<file path="src/rtl/salamander_irq_ctrl.sv">
// salamander_irq_ctrl: NCH-source interrupt controller driving the 68000 IPL lines.
// Sources are synchronised, edge/level qualified into PENDING, masked by ENABLE/GEN,
// priority-encoded to the highest IPL level and auto-cleared on the IACK cycle.
module salamander_irq_ctrl #(
    parameter int               NCH         = 4,
    parameter int               SYNC_STAGES = 2,
    parameter logic [3*NCH-1:0] IPL_MAP     = {3'd4, 3'd3, 3'd2, 3'd1},
    parameter logic [NCH-1:0]   EDGE_MASK   = {NCH{1'b1}}
) (
    input  logic           i_EMU_MCLK,
    input  logic           i_EMU_INITRST_n,
    input  logic           i_EMU_SOFTRST_n,
    input  logic [NCH-1:0] i_IRQ_SRC,
    input  logic           i_REG_CS,
    input  logic           i_REG_WR,
    input  logic           i_REG_LDS_n,
    input  logic [1:0]     i_REG_ADDR,
    input  logic [7:0]     i_REG_DI,
    output logic [7:0]     o_REG_DO,
    input  logic           i_IACK,
    input  logic [2:0]     i_IACK_LVL,
    output logic [2:0]     o_IPL_n,
    output logic [NCH-1:0] o_PENDING
);

    logic [SYNC_STAGES-1:0][NCH-1:0] r_sync;
    logic [NCH-1:0] r_hist;
    logic [NCH-1:0] r_evt;
    logic [NCH-1:0] r_pending;
    logic [NCH-1:0] r_enable;
    logic           r_autoack;
    logic           r_gen;
    logic           r_iack_q;
    logic [2:0]     r_lvl_q;

    logic [NCH-1:0] w_sync;
    logic [NCH-1:0] w_edge;
    logic [NCH-1:0] w_set;
    logic [NCH-1:0] w_w1c;
    logic [NCH-1:0] w_force;
    logic [NCH-1:0] w_active;
    logic [NCH-1:0] w_iack_clr;
    logic           w_wr;
    logic           w_iack_ok;
    logic           w_hit;
    logic [2:0]     w_lvl;
    logic           w_unused;

    // Upper data bits are ignored when NCH < 8.
    assign w_unused = &{1'b0, i_REG_DI};

    assign w_sync  = r_sync[SYNC_STAGES-1];
    assign w_edge  = w_sync & ~r_hist;
    // Edge channels set on a rising edge, level channels on every high cycle.
    assign w_set   = (EDGE_MASK & w_edge) | (~EDGE_MASK & w_sync);

    assign w_wr    = i_REG_CS & i_REG_WR & ~i_REG_LDS_n;
    assign w_w1c   = (w_wr && i_REG_ADDR == 2'd1) ? i_REG_DI[NCH-1:0] : '0;
    assign w_force = (w_wr && i_REG_ADDR == 2'd2) ? i_REG_DI[NCH-1:0] : '0;

    assign w_active  = r_gen ? (r_pending & r_enable) : '0;
    // Only the first cycle of an IACK that matches the presented level may clear.
    assign w_iack_ok = i_IACK & ~r_iack_q & r_autoack &
                       (i_IACK_LVL == r_lvl_q) & (r_lvl_q != 3'd0);

    // Synchroniser chain, edge history and registered set events per source.
    always_ff @(posedge i_EMU_MCLK or negedge i_EMU_INITRST_n) begin
        if (!i_EMU_INITRST_n) begin
            r_sync <= '0;
            r_hist <= '0;
            r_evt  <= '0;
        end else if (!i_EMU_SOFTRST_n) begin
            r_sync <= '0;
            r_hist <= '0;
            r_evt  <= '0;
        end else begin
            r_sync <= {r_sync[SYNC_STAGES-2:0], i_IRQ_SRC};
            r_hist <= w_sync;
            r_evt  <= w_set;
        end
    end

    // Highest IPL level among active channels; level-0 channels never win.
    always_comb begin
        w_lvl = 3'd0;
        for (int k = 0; k < NCH; k++) begin
            if (w_active[k] && (IPL_MAP[3*k +: 3] > w_lvl))
                w_lvl = IPL_MAP[3*k +: 3];
        end
    end

    // Lowest-index active channel at the acknowledged level is the one cleared.
    always_comb begin
        w_iack_clr = '0;
        w_hit      = 1'b0;
        for (int k = 0; k < NCH; k++) begin
            if (!w_hit && w_active[k] && (IPL_MAP[3*k +: 3] == r_lvl_q)) begin
                w_iack_clr[k] = w_iack_ok;
                w_hit         = 1'b1;
            end
        end
    end

    // Pending/enable/control registers, registered IPL level and IACK history.
    always_ff @(posedge i_EMU_MCLK or negedge i_EMU_INITRST_n) begin
        if (!i_EMU_INITRST_n) begin
            r_pending <= '0;
            r_enable  <= '0;
            r_autoack <= 1'b0;
            r_gen     <= 1'b1;
            r_lvl_q   <= 3'd0;
            r_iack_q  <= 1'b0;
        end else if (!i_EMU_SOFTRST_n) begin
            r_pending <= '0;
            r_enable  <= '0;
            r_autoack <= 1'b0;
            r_gen     <= 1'b1;
            r_lvl_q   <= 3'd0;
            r_iack_q  <= 1'b0;
        end else begin
            // Sets are OR-ed in after the clears so a coincident set always wins.
            r_pending <= (r_pending & ~(w_w1c | w_iack_clr)) | w_force | r_evt;
            if (w_wr && i_REG_ADDR == 2'd0)
                r_enable <= i_REG_DI[NCH-1:0];
            if (w_wr && i_REG_ADDR == 2'd3) begin
                r_autoack <= i_REG_DI[0];
                r_gen     <= i_REG_DI[1];
            end
            r_lvl_q  <= w_lvl;
            r_iack_q <= i_IACK;
        end
    end

    // Register read mux; unimplemented bits read as zero.
    always_comb begin
        o_REG_DO = 8'h00;
        case (i_REG_ADDR)
            2'd0:    o_REG_DO[NCH-1:0] = r_enable;
            2'd1:    o_REG_DO[NCH-1:0] = r_pending;
            2'd2:    o_REG_DO[NCH-1:0] = w_sync;
            default: o_REG_DO[1:0]     = {r_gen, r_autoack};
        endcase
    end

    assign o_IPL_n   = ~r_lvl_q;
    assign o_PENDING = r_pending;

endmodule

</file>
<file path="config.mk">
export PLATFORM = sky130hd
export DESIGN_NAME = salamander_irq_ctrl
export DESIGN_NICKNAME = d
export VERILOG_FILES = /design/src/rtl/salamander_irq_ctrl.sv
export SDC_FILE = /design/constraint.sdc
export NUM_CORES = 1
export LEC_CHECK = 0
export ABC_AREA = 1
export BUFFER_PORTS_ARGS = -buffer_cell sky130_fd_sc_hd__buf_2
export CAP_MARGIN = 0
export CORE_MARGIN = 5
export CORE_UTILIZATION = 39
export DETAILED_ROUTE_END_ITERATION = 8
export PLACE_DENSITY = 0.64
export SYNTH_ARGS = -nofsm -noshare
export SYNTH_HDL_FRONTEND = slang
export SYNTH_SLANG_ARGS = --single-unit
</file>
<file path="constraint.sdc">
create_clock -name i_EMU_MCLK -period 1.19 [get_ports i_EMU_MCLK]
set_input_delay 0.238 -clock i_EMU_MCLK [delete_from_list [all_inputs] [get_ports i_EMU_MCLK]]
set_output_delay 0.238 -clock i_EMU_MCLK [all_outputs]
set_load 0.01 [all_outputs]
</file>
==> results.json, run 1 <==
{
  "grt_pass1_vias": 1183,
  "met3_usage_pct": 4.40,
  "grt_pass1_wl_mm": 5.10,
  "die-area_mm2": 0.00497,
  "synth_area_mm2": 0.00143,
  "ys_types": 21,
  "syn_to_final_growth_pct": 38.1,
  "core_area_mm2": 0.00361,
  "boundaryPins": 39,
  "clk_pin_slew_ns": 0.06,
  "avgViaCountPerCell": 4.46,
  "yosysMostFrequentCell": "nand2_1",
  "avgSynthCellArea_um2": 7.98,
  "setup_ws_ns": -0.168,
  "num_antenna_cells": 0,
  "ys_warn_count": 0,
  "top_usage_layer": "met2",
  "syn_inst": 179,
  "cts_tree": "built",
  "slew_viol_final": 0,
  "nFillCells": 332,
  "die_h_um": 70.5,
  "yosysTopAreaCell": "dfrtp_1",
  "dr.first_iter.drc_count": 27,
  "ys.flop_type": "dfrtp_1",
  "crit_type": "reg -> out",
  "antenna_found_initial": 0,
  "drive_gt1_share_pct": 37.1,
  "grt_max_degree": 31,
  "cts_buffer_depth": 2,
  "wirelength_mm": 3.04,
  "fin_hold_ws_ns": 0.145,
  "period_needed_ns": 1.36,
  "finish.net_count": 255,
  "final_antenna_net_count": 0,
  "timing.fmax_ghz": 0.736,
  "numPortBuffers": 30,
  "rows": 22,
  "synth-seq-area-share_pct": 52.6,
  "clk_latency_ns": 0.28,
  "grt_util_met1_pct": 14.7,
  "cp_max_fo": 2,
  "rsz0062_at_grt": "true",
  "cts_buffers": 5,
  "yosys_register_bits": 30,
  "finalHoldViolations": 0,
  "yosys-top-cells-count": "nand2_1, inv_1, dfrtp_1",
  "p_per_area_mw_per_mm2": 1080,
  "drc": 0,
  "place_ws_ns": -0.0754,
  "async_reset_ff_share_pct": 100,
  "max_cap_viol_count": 0,
  "finalCritPeriodShare_pct": 114,
  "crit_path_start_kind": "register",
  "grt_overflow": 0,
  "drtPass1Iterations": 4,
  "grt_use_total_pct": 12.9,
  "status": "finished, violations left",
  "arrival_ns": 1.12,
  "gp_congestion": 0.787,
  "routedWlPerCell_um": 10.9,
  "dp_hpwl_mm": 2.24,
  "die_w_um": 70.5,
  "cts_sinks": 30,
  "setup_viol": 5,
  "vias": 1249,
  "power_leakage_nw": 1.07,
  "finalClockSkew_ns": 0.00324,
  "critPathRequiredTime_ns": 0.95,
  "ir_drop_v": 0.000722,
  "initial_core_util_pct": 39.6,
  "ys_top_cells_by_area": "dfrtp_1, nand2_1, inv_1, nand3_1, nor2_1",
  "htreeDepth": 2,
  "use_met2_pct": 22.8,
  "synth_top_area_share_pct": 50.8,
  "end_kind": "output port",
  "worstHoldPathType": "in -> reg",
  "failed_checks": "negative setup slack",
  "clockRootBuffer": "clkbuf_8",
  "synth_edf_count": 0
}
## kinds of logic (layout without fill, tap and decap cells)
logic type | Yosys count | in the layout | synth area share, %
AO/OA/AOI/OAI | 25 | 25 | 10.9
buffers and inverters | 46 | 96 | 13.3
flip-flops | 30 | 30 | 52.6
other | 1 | 4 | 0.262
AND/OR/NAND/NOR | 77 | 77 | 22.9
## critical path, stage by stage (launching register included)
cell and delay (ns):
dfstp_2 0.55, nand2_2 0.06, o2111ai_2 0.06, buf_2 0.16
## layout make-up
type | instances | area (um2) | share of cell area [%]
tap | 48 | 60.1 | 3.04
timing repair buffer | 48 | 337 | 17.1
multi-input combinational | 106 | 582 | 29.5
inverter | 40 | 150 | 7.61
sequential | 30 | 753 | 38.2
clock inverter | 1 | 5.00 | 0.254
clock buffer | 7 | 86.3 | 4.38
## final timing paths
| path | startpoint | to | slack (ns) | cells past startpoint |
|---|---|---|---|---|
| setup / recovery | r_gen$_DFFE_PN1P_ | o_REG_DO[1] | -0.17 | 3 |
| hold / removal | i_IRQ_SRC[2] | r_sync[2]$_DFF_PN0_ | 0.14 | 3 |
| max in group asynchronous | i_EMU_INITRST_n | r_gen$_DFFE_PN1P_ | 0.52 | 3 |
| min in group asynchronous | i_EMU_INITRST_n | r_lvl_q[1]$_DFF_PN0_ | 0.44 | 3 |
| setup reg to reg | r_gen$_DFFE_PN1P_ | o_PENDING[2]$_DFF_PN0_ | -0.01 | 6 |
| hold reg to reg | r_hist[3]$_DFF_PN0_ | r_evt[3]$_DFF_PN0_ | 0.39 | 1 |
## state kept, by name (all words and copies together), names as in the netlist, 3 cells and up
signal and cells:
o_PENDING 4, r_enable 4, r_evt 4, r_sync 4, r_hist 4, r_lvl_q 3, w_sync 4
## metal layers
metal / wire (um) / share of wire, %
met4: 42 / 1.4
met5: 0 / 0
met3: 183 / 6.0
met1: 1260 / 41
met2: 1560 / 51
## power breakdown
group / internal (W) / switching, W / total [W] / leakage [nW]
combinational: 0.0000956 / 0.000129 / 0.000225 / 0.619
clock: 0.000465 / 0.000364 / 0.000829 / 0.0482
sequential: 0.00105 / 0.0000180 / 0.00107 / 0.403
## per-stage QoR
step / total power [W] / util [%] / std cells / setup TNS, ns / area [um2]
2_1_floorplan: 0.00119 / - / 182 / 0 / 1440
3_3_place_gp: 0.00128 / 47.1 / 264 / -0.336 / 1700
3_5_place_dp: 0.00129 / 47.1 / 264 / -0.382 / 1700
4_1_cts: 0.00214 / 51.8 / 277 / -0.517 / 1870
5_1_grt: 0.00224 / 54.7 / 280 / -0.974 / 1970
6_report: 0.00213 / 54.7 / 280 / -0.442 / 1970
## layout by cell type, fill, tap and decap left out
cell           synthesis  final
buf_4                  4     13
a21oi_1                6      6
dlygate4sd3_1          0      1
o2111ai_2              0      2
clkbuf_8               0      6
o211ai_1               3      3
nand2_2                1      4
clkinv_2               0      1
dfrtp_1               29     28
nand4_1                1      1
o21bai_1               4      4
conb_1                 1      4
clkbuf_1               0      1
nand2_1               43     40
nor2_4                 1      3
buf_12                 0      1
nor2_1                13      7
inv_2                  2      7
buf_6                  0      7
o31ai_1                1      1
nand3_1               16      9
o21ai_2                0      1
o21ai_0                6      5
inv_1                 38     33
buf_2                  2     26
nand3_2                0      7
nor2_2                 2      6
dfstp_2                1      1
o22ai_1                3      3
dfrtp_2                0      1
## repair_timing
action	4_1_cts	5_1_grt
setup buffers	6	3
cloned	0	0
gates resized for setup	13	22
setup endpoints to repair	11	11
endpoints found under the hold margin	29	0
hold buffers	1	0
pin swaps	5	7
(Power assumes the default switching activity.)
==> run 2, diff against run 1 <==
--- a/config.mk
+++ b/config.mk
@@ -11,7 +11,9 @@
 export CORE_MARGIN = 5
 export CORE_UTILIZATION = 39
 export DETAILED_ROUTE_END_ITERATION = 8
+export MAX_ROUTING_LAYER = met4
 export PLACE_DENSITY = 0.64
+export RECOVER_POWER = 100
 export SYNTH_ARGS = -nofsm -noshare
 export SYNTH_HDL_FRONTEND = slang
 export SYNTH_SLANG_ARGS = --single-unit
==> run 2 against run 1 <==
First-iteration DRC count shrank 19%; maximum frequency grew 1.1%; flip-flop and latch count is the same; the flow still finishes with violations (negative setup slack); register-to-register slack lost 0.08 ns; largest power group unchanged; worst hold slack is essentially flat; clock power is essentially flat; design area shrank 1.6%; non-clock buffer count is the same.
==> results.json, run 2 (synthesized netlist as in run 1, its figures left out) <==
{
  "status": "finished, violations left",
  "failed_checks": "negative setup slack",
  "finalCritPeriodShare_pct": 113,
  "finish.net_count": 255,
  "timing.fmax_ghz": 0.744,
  "fin_cells": 280,
  "boundaryPins": 39,
  "dp.cells": 264,
  "arrival_ns": 1.11,
  "stdcell_area_mm2": 0.00194,
  "clockRootBuffer": "clkbuf_8",
  "vias": 1253,
  "p_per_area_mw_per_mm2": 1090,
  "setup_tns_ns": -0.749,
  "setup_ws_ns": -0.154,
  "drtPass1Iterations": 4,
  "core_area_mm2": 0.00361,
  "final_util_pct": 53.8,
  "finalClockSkew_ns": 0.00374,
  "critPathRequiredTime_ns": 0.95,
  "avgViaCountPerCell": 4.48,
  "crit_path_start_kind": "register",
  "grt_max_degree": 31,
  "syn_to_final_growth_pct": 35.8,
  "placed_cell_area_mm2": 0.00170,
  "power_leakage_nw": 1.05,
  "die_h_um": 70.5,
  "antenna_found_initial": 0,
  "die_w_um": 70.5,
  "slew_viol_final": 0,
  "cts_buffer_depth": 2,
  "gp_congestion": 0.798,
  "initial_core_util_pct": 39.6,
  "htreeDepth": 2,
  "layout_common_cells": "nand2_1, inv_1, dfrtp_1",
  "final_antenna_net_count": 0,
  "worstHoldPathType": "in -> reg",
  "rsz0062_at_grt": "true",
  "grt_pass1_wl_mm": 5.11,
  "period_needed_ns": 1.34,
  "numPortBuffers": 30,
  "num_antenna_cells": 0,
  "clk_pin_slew_ns": 0.06,
  "finalHoldViolations": 0,
  "die-area_mm2": 0.00497,
  "clk_latency_ns": 0.28,
  "rows": 22,
  "drc": 0,
  "drive_gt1_share_pct": 34.9,
  "dr.first_iter.drc_count": 22,
  "ir_drop_v": 0.000722,
  "cp_max_fo": 2,
  "grt_overflow": 0,
  "final_common_cell": "nand2_1",
  "wirelength_mm": 3.05,
  "nFillCells": 340,
  "setup_viol": 10,
  "grt_use_total_pct": 13.3,
  "max_cap_viol_count": 0,
  "grt_pass1_vias": 1183,
  "end_kind": "output port",
  "cts_buffers": 5,
  "crit_type": "reg -> out",
  "dp_hpwl_mm": 2.24,
  "cts_sinks": 30,
  "cts_tree": "built",
  "routedWlPerCell_um": 10.9
}
==> run 2: cell types whose count changed in the layout (fill, tap and decap cells not counted) <==
cell	before	now
inv_1	33	34
buf_12	1	0
buf_4	13	12
clkbuf_4	0	1
buf_6	7	5
inv_2	7	6
clkbuf_2	0	3
clkbuf_1	1	5
buf_2	26	22
==> run 2: area by class of cell <==
| class | count | area [um2] | share of cell area (%) |
|---|---|---|---|
| multi-input combinational | 106 | 582 | 30.0 |
| clock inverter | 1 | 5.00 | 0.258 |
| clock buffer | 7 | 86.3 | 4.45 |
| inverter | 40 | 150 | 7.74 |
| sequential | 30 | 753 | 38.8 |
| timing repair buffer | 48 | 304 | 15.7 |
| tap | 48 | 60.1 | 3.09 |
==> run 2: critical path, cell delays in order, from the launching register on <==
cell       delay [ns]
dfstp_2          0.54
nand2_2          0.06
o2111ai_2        0.06
buf_2            0.16
==> run 2: final timing paths <==
path	depth (start not counted)	to	from	slack, ns
hold reg to reg	1	r_evt[2]$_DFF_PN0_	r_hist[2]$_DFF_PN0_	0.40
hold / removal	3	r_sync[2]$_DFF_PN0_	i_IRQ_SRC[2]	0.15
setup / recovery	3	o_REG_DO[1]	r_gen$_DFFE_PN1P_	-0.15
max in group asynchronous	3	r_gen$_DFFE_PN1P_	i_EMU_INITRST_n	0.34
min in group asynchronous	3	r_sync[3]$_DFF_PN0_	i_EMU_INITRST_n	0.53
setup reg to reg	6	o_PENDING[2]$_DFF_PN0_	r_gen$_DFFE_PN1P_	-0.09
==> run 2: where the power goes <==
part / leakage (nW) / switching (W) / internal (W)
logic: 0.594 / 0.000128 / 0.0000848
registers: 0.403 / 0.0000175 / 0.00105
clock network: 0.0482 / 0.000363 / 0.000465
==> run 2: layer usage <==
layer / GRT usage [%] / wire length (um) / up-vias
met5: - / 0 / -
met4: 4.38 / 42 / 0
met3: 4.40 / 201 / 6
met2: 22.8 / 1580 / 27
met1: 14.7 / 1220 / 570
li1: - / - / 650
==> run 2: repair_timing <==
item / CTS / global route
cloned: 0 / 0
endpoints found under the setup margin: 11 / 11
endpoints found under the hold margin: 29 / 0
pin swaps: 5 / 7
hold buffers: 1 / 0
gates resized for setup: 13 / 22
buffers inserted: 6 / 3
==> run 2: per-stage QoR <==
stage	total power, W	setup slack (ns)	hold WS [ns]
2_1_floorplan	0.00119	0.0434	-0.0576
3_3_place_gp	0.00128	-0.0661	0.199
3_5_place_dp	0.00129	-0.0754	0.201
4_1_cts	0.00214	-0.158	0.135
5_1_grt	0.00223	-0.198	0.152
6_report	0.00211	-0.154	0.145
==> run 3, diff against run 2 <==
--- a/config.mk
+++ b/config.mk
@@ -12,7 +12,6 @@
 export CORE_UTILIZATION = 39
 export DETAILED_ROUTE_END_ITERATION = 8
 export MAX_ROUTING_LAYER = met4
-export PLACE_DENSITY = 0.64
 export RECOVER_POWER = 100
 export SYNTH_ARGS = -nofsm -noshare
 export SYNTH_HDL_FRONTEND = slang
==> run 3 against run 2 <==
The run still ends with negative setup slack left; first-iteration DRC count increased to 4.5 times the previous value; sequential share of layout area increased by 3.0 points; worst setup slack improved by 0.0093 ns; final cell count decreased by 2.5%; wire length increased by 0.72%; clock-buffer cell count unchanged; global-route usage increased by 1.0 points; critical path depth unchanged; total power decreased by 4.7%; via count decreased by 1.0%; die area unchanged; largest power group unchanged; highest routed layer unchanged.
==> results.json, run 3 (synthesized netlist as in run 1, its figures left out) <==
{
  "crit_start": "r_gen$_DFFE_PN1P_",
  "period_needed_ns": 1.33,
  "final_common_cell": "nand2_1",
  "power_leakage_nw": 0.982,
  "critPathRequiredTime_ns": 0.95,
  "avgViaCountPerCell": 4.54,
  "crit_slowest_cell": "dfstp_2",
  "dp_hpwl_mm": 2.39,
  "die_w_um": 70.5,
  "power_frac_seq_pct": 53.2,
  "failed_checks": "negative setup slack",
  "placed_cell_area_mm2": 0.00170,
  "path_depth": 3,
  "drc": 0,
  "layout_common_cells": "nand2_1, inv_1, dfrtp_1",
  "syn_to_final_growth_pct": 26.0,
  "die-area_mm2": 0.00497,
  "final_util_pct": 49.9,
  "timing.fmax_ghz": 0.749,
  "rows": 22,
  "crit_path_start_kind": "register",
  "cp_max_fo": 2,
  "rsz0062_at_grt": "true",
  "cts_sinks": 30,
  "setup_ws_ns": -0.144,
  "stdcell_area_mm2": 0.00180,
  "grt_use_total_pct": 14.3,
  "crit_path_end": "o_REG_DO[1]",
  "max_cap_viol_count": 0,
  "crit_type": "reg -> out",
  "place_ws_ns": -0.120,
  "wirelength_mm": 3.07,
  "p_per_area_mw_per_mm2": 1120,
  "worstPathCellList": "nand2_2 > o2111ai_2 > buf_2",
  "path_buf_inv": 1,
  "cpLargestDelayFamily": "flip-flops",
  "htreeDepth": 2,
  "boundaryPins": 39,
  "clk_latency_ns": 0.28,
  "num_antenna_cells": 0,
  "grt_max_degree": 19,
  "core_area_mm2": 0.00361,
  "finalHoldViolations": 0,
  "drive_gt1_share_pct": 24.0,
  "setup_viol": 9,
  "ff2ff_setup_slack_ns": -0.03,
  "initial_core_util_pct": 39.6,
  "routedWlPerCell_um": 11.3,
  "grt_pass1_wl_mm": 5.44,
  "fin_total_pwr_w": 0.00201,
  "ir_drop_v": 0.000731,
  "switching_share_pct": 24.1,
  "grt_overflow": 0,
  "drtPass1Iterations": 4,
  "cts_buffers": 5,
  "cpPeakStageDelay_ns": 0.54,
  "cts_tree": "built",
  "internal_power_w": 0.00153,
  "numPortBuffers": 30,
  "final_antenna_net_count": 0,
  "p_clk_share_pct": 37.1,
  "worstHoldPathType": "in -> reg",
  "slew_viol_final": 0,
  "dr.first_iter.drc_count": 100,
  "arrival_ns": 1.10,
  "end_kind": "output port",
  "die_h_um": 70.5,
  "regArea_um2": 753,
  "antenna_found_initial": 0,
  "nFillCells": 355,
  "vias": 1240,
  "clockRootBuffer": "clkbuf_8",
  "combPwrFrac_pct": 9.7,
  "r2r_cells": 6,
  "r2r-end": "o_PENDING[3]$_DFF_PN0_",
  "finalClockSkew_ns": 0.00196,
  "cts_buffer_depth": 2,
  "gp_congestion": 0.794,
  "finish.net_count": 249,
  "status": "finished, violations left",
  "clk_pin_slew_ns": 0.06,
  "multi_input_area_um2": 515,
  "timing.rr.start": "r_gen$_DFFE_PN1P_",
  "grt_pass1_vias": 1226,
  "p_switching_w": 0.000486,
  "finalCritPeriodShare_pct": 112,
  "fin_hold_ws_ns": 0.145
}
-- run 3: per-layer routing --
layer / vias to the layer above / global-route usage [%] / part of all wire (%)
met5: - / - / 0
met2: 35 / 23.7 / 50
met4: 0 / 5.01 / 1.7
li1: 641 / - / -
met3: 7 / 4.40 / 6.8
met1: 557 / 16.5 / 42
-- run 3: repair_timing --
item,in CTS,in global routing
hold buffers,1,0
endpoints found under the setup margin,11,11
buffers inserted,2,0
hold endpoints to repair,11,0
pin swaps,4,3
gates resized for setup,13,2
-- run 3: through the flow --
step,instances,TNS (ns)
final,273,-0.510
after global routing,273,-1.18
after CTS,273,-0.618
after detailed placement,264,-0.470
after global placement,264,-0.453
after floorplan,182,0
-- run 3: how the worst min path moves through the flow --
stage | startpoint | to | slack, ns | cells past startpoint
after floorplan | i_EMU_INITRST_n | o_PENDING[0]$_DFF_PN0_ | -0.06 | 0
after global placement | i_EMU_INITRST_n | w_sync[0]$_DFF_PN0_ | 0.16 | 1
after global routing | i_IACK | r_iack_q$_DFF_PN0_ | 0.15 | 3
after detailed placement | i_EMU_INITRST_n | r_hist[0]$_DFF_PN0_ | 0.15 | 1
final | i_IRQ_SRC[2] | r_sync[2]$_DFF_PN0_ | 0.14 | 3
after CTS | i_IRQ_SRC[1] | r_sync[1]$_DFF_PN0_ | 0.13 | 3
-- run 3: cell type report --
cell class / count / share of cell area (%)
multi-input combinational: 106 / 28.6
tap: 48 / 3.34
clock buffer: 7 / 4.24
sequential: 30 / 41.8
timing repair buffer: 42 / 13.6
inverter: 40 / 8.34
-- run 3: worst reg2reg max path, delay by kind of cell (launching register included) --
family | cells | cell delay (ns)
and+or+nand+nor | 4 | 0.36
DFF | 1 | 0.54
buffers and inverters | 1 | 0.14
AOI/OAI and AO/OA | 1 | 0.05
-- run 3: power groups by stage --
stage	clock (W)	sequential (W)	combinational [W]
2_1_floorplan	0	0.00109	0.000102
3_3_place_gp	0	0.00109	0.000194
3_5_place_dp	0	0.00109	0.000197
4_1_cts	0.000782	0.00107	0.000212
5_1_grt	0.000835	0.00107	0.000230
6_report	0.000746	0.00107	0.000196
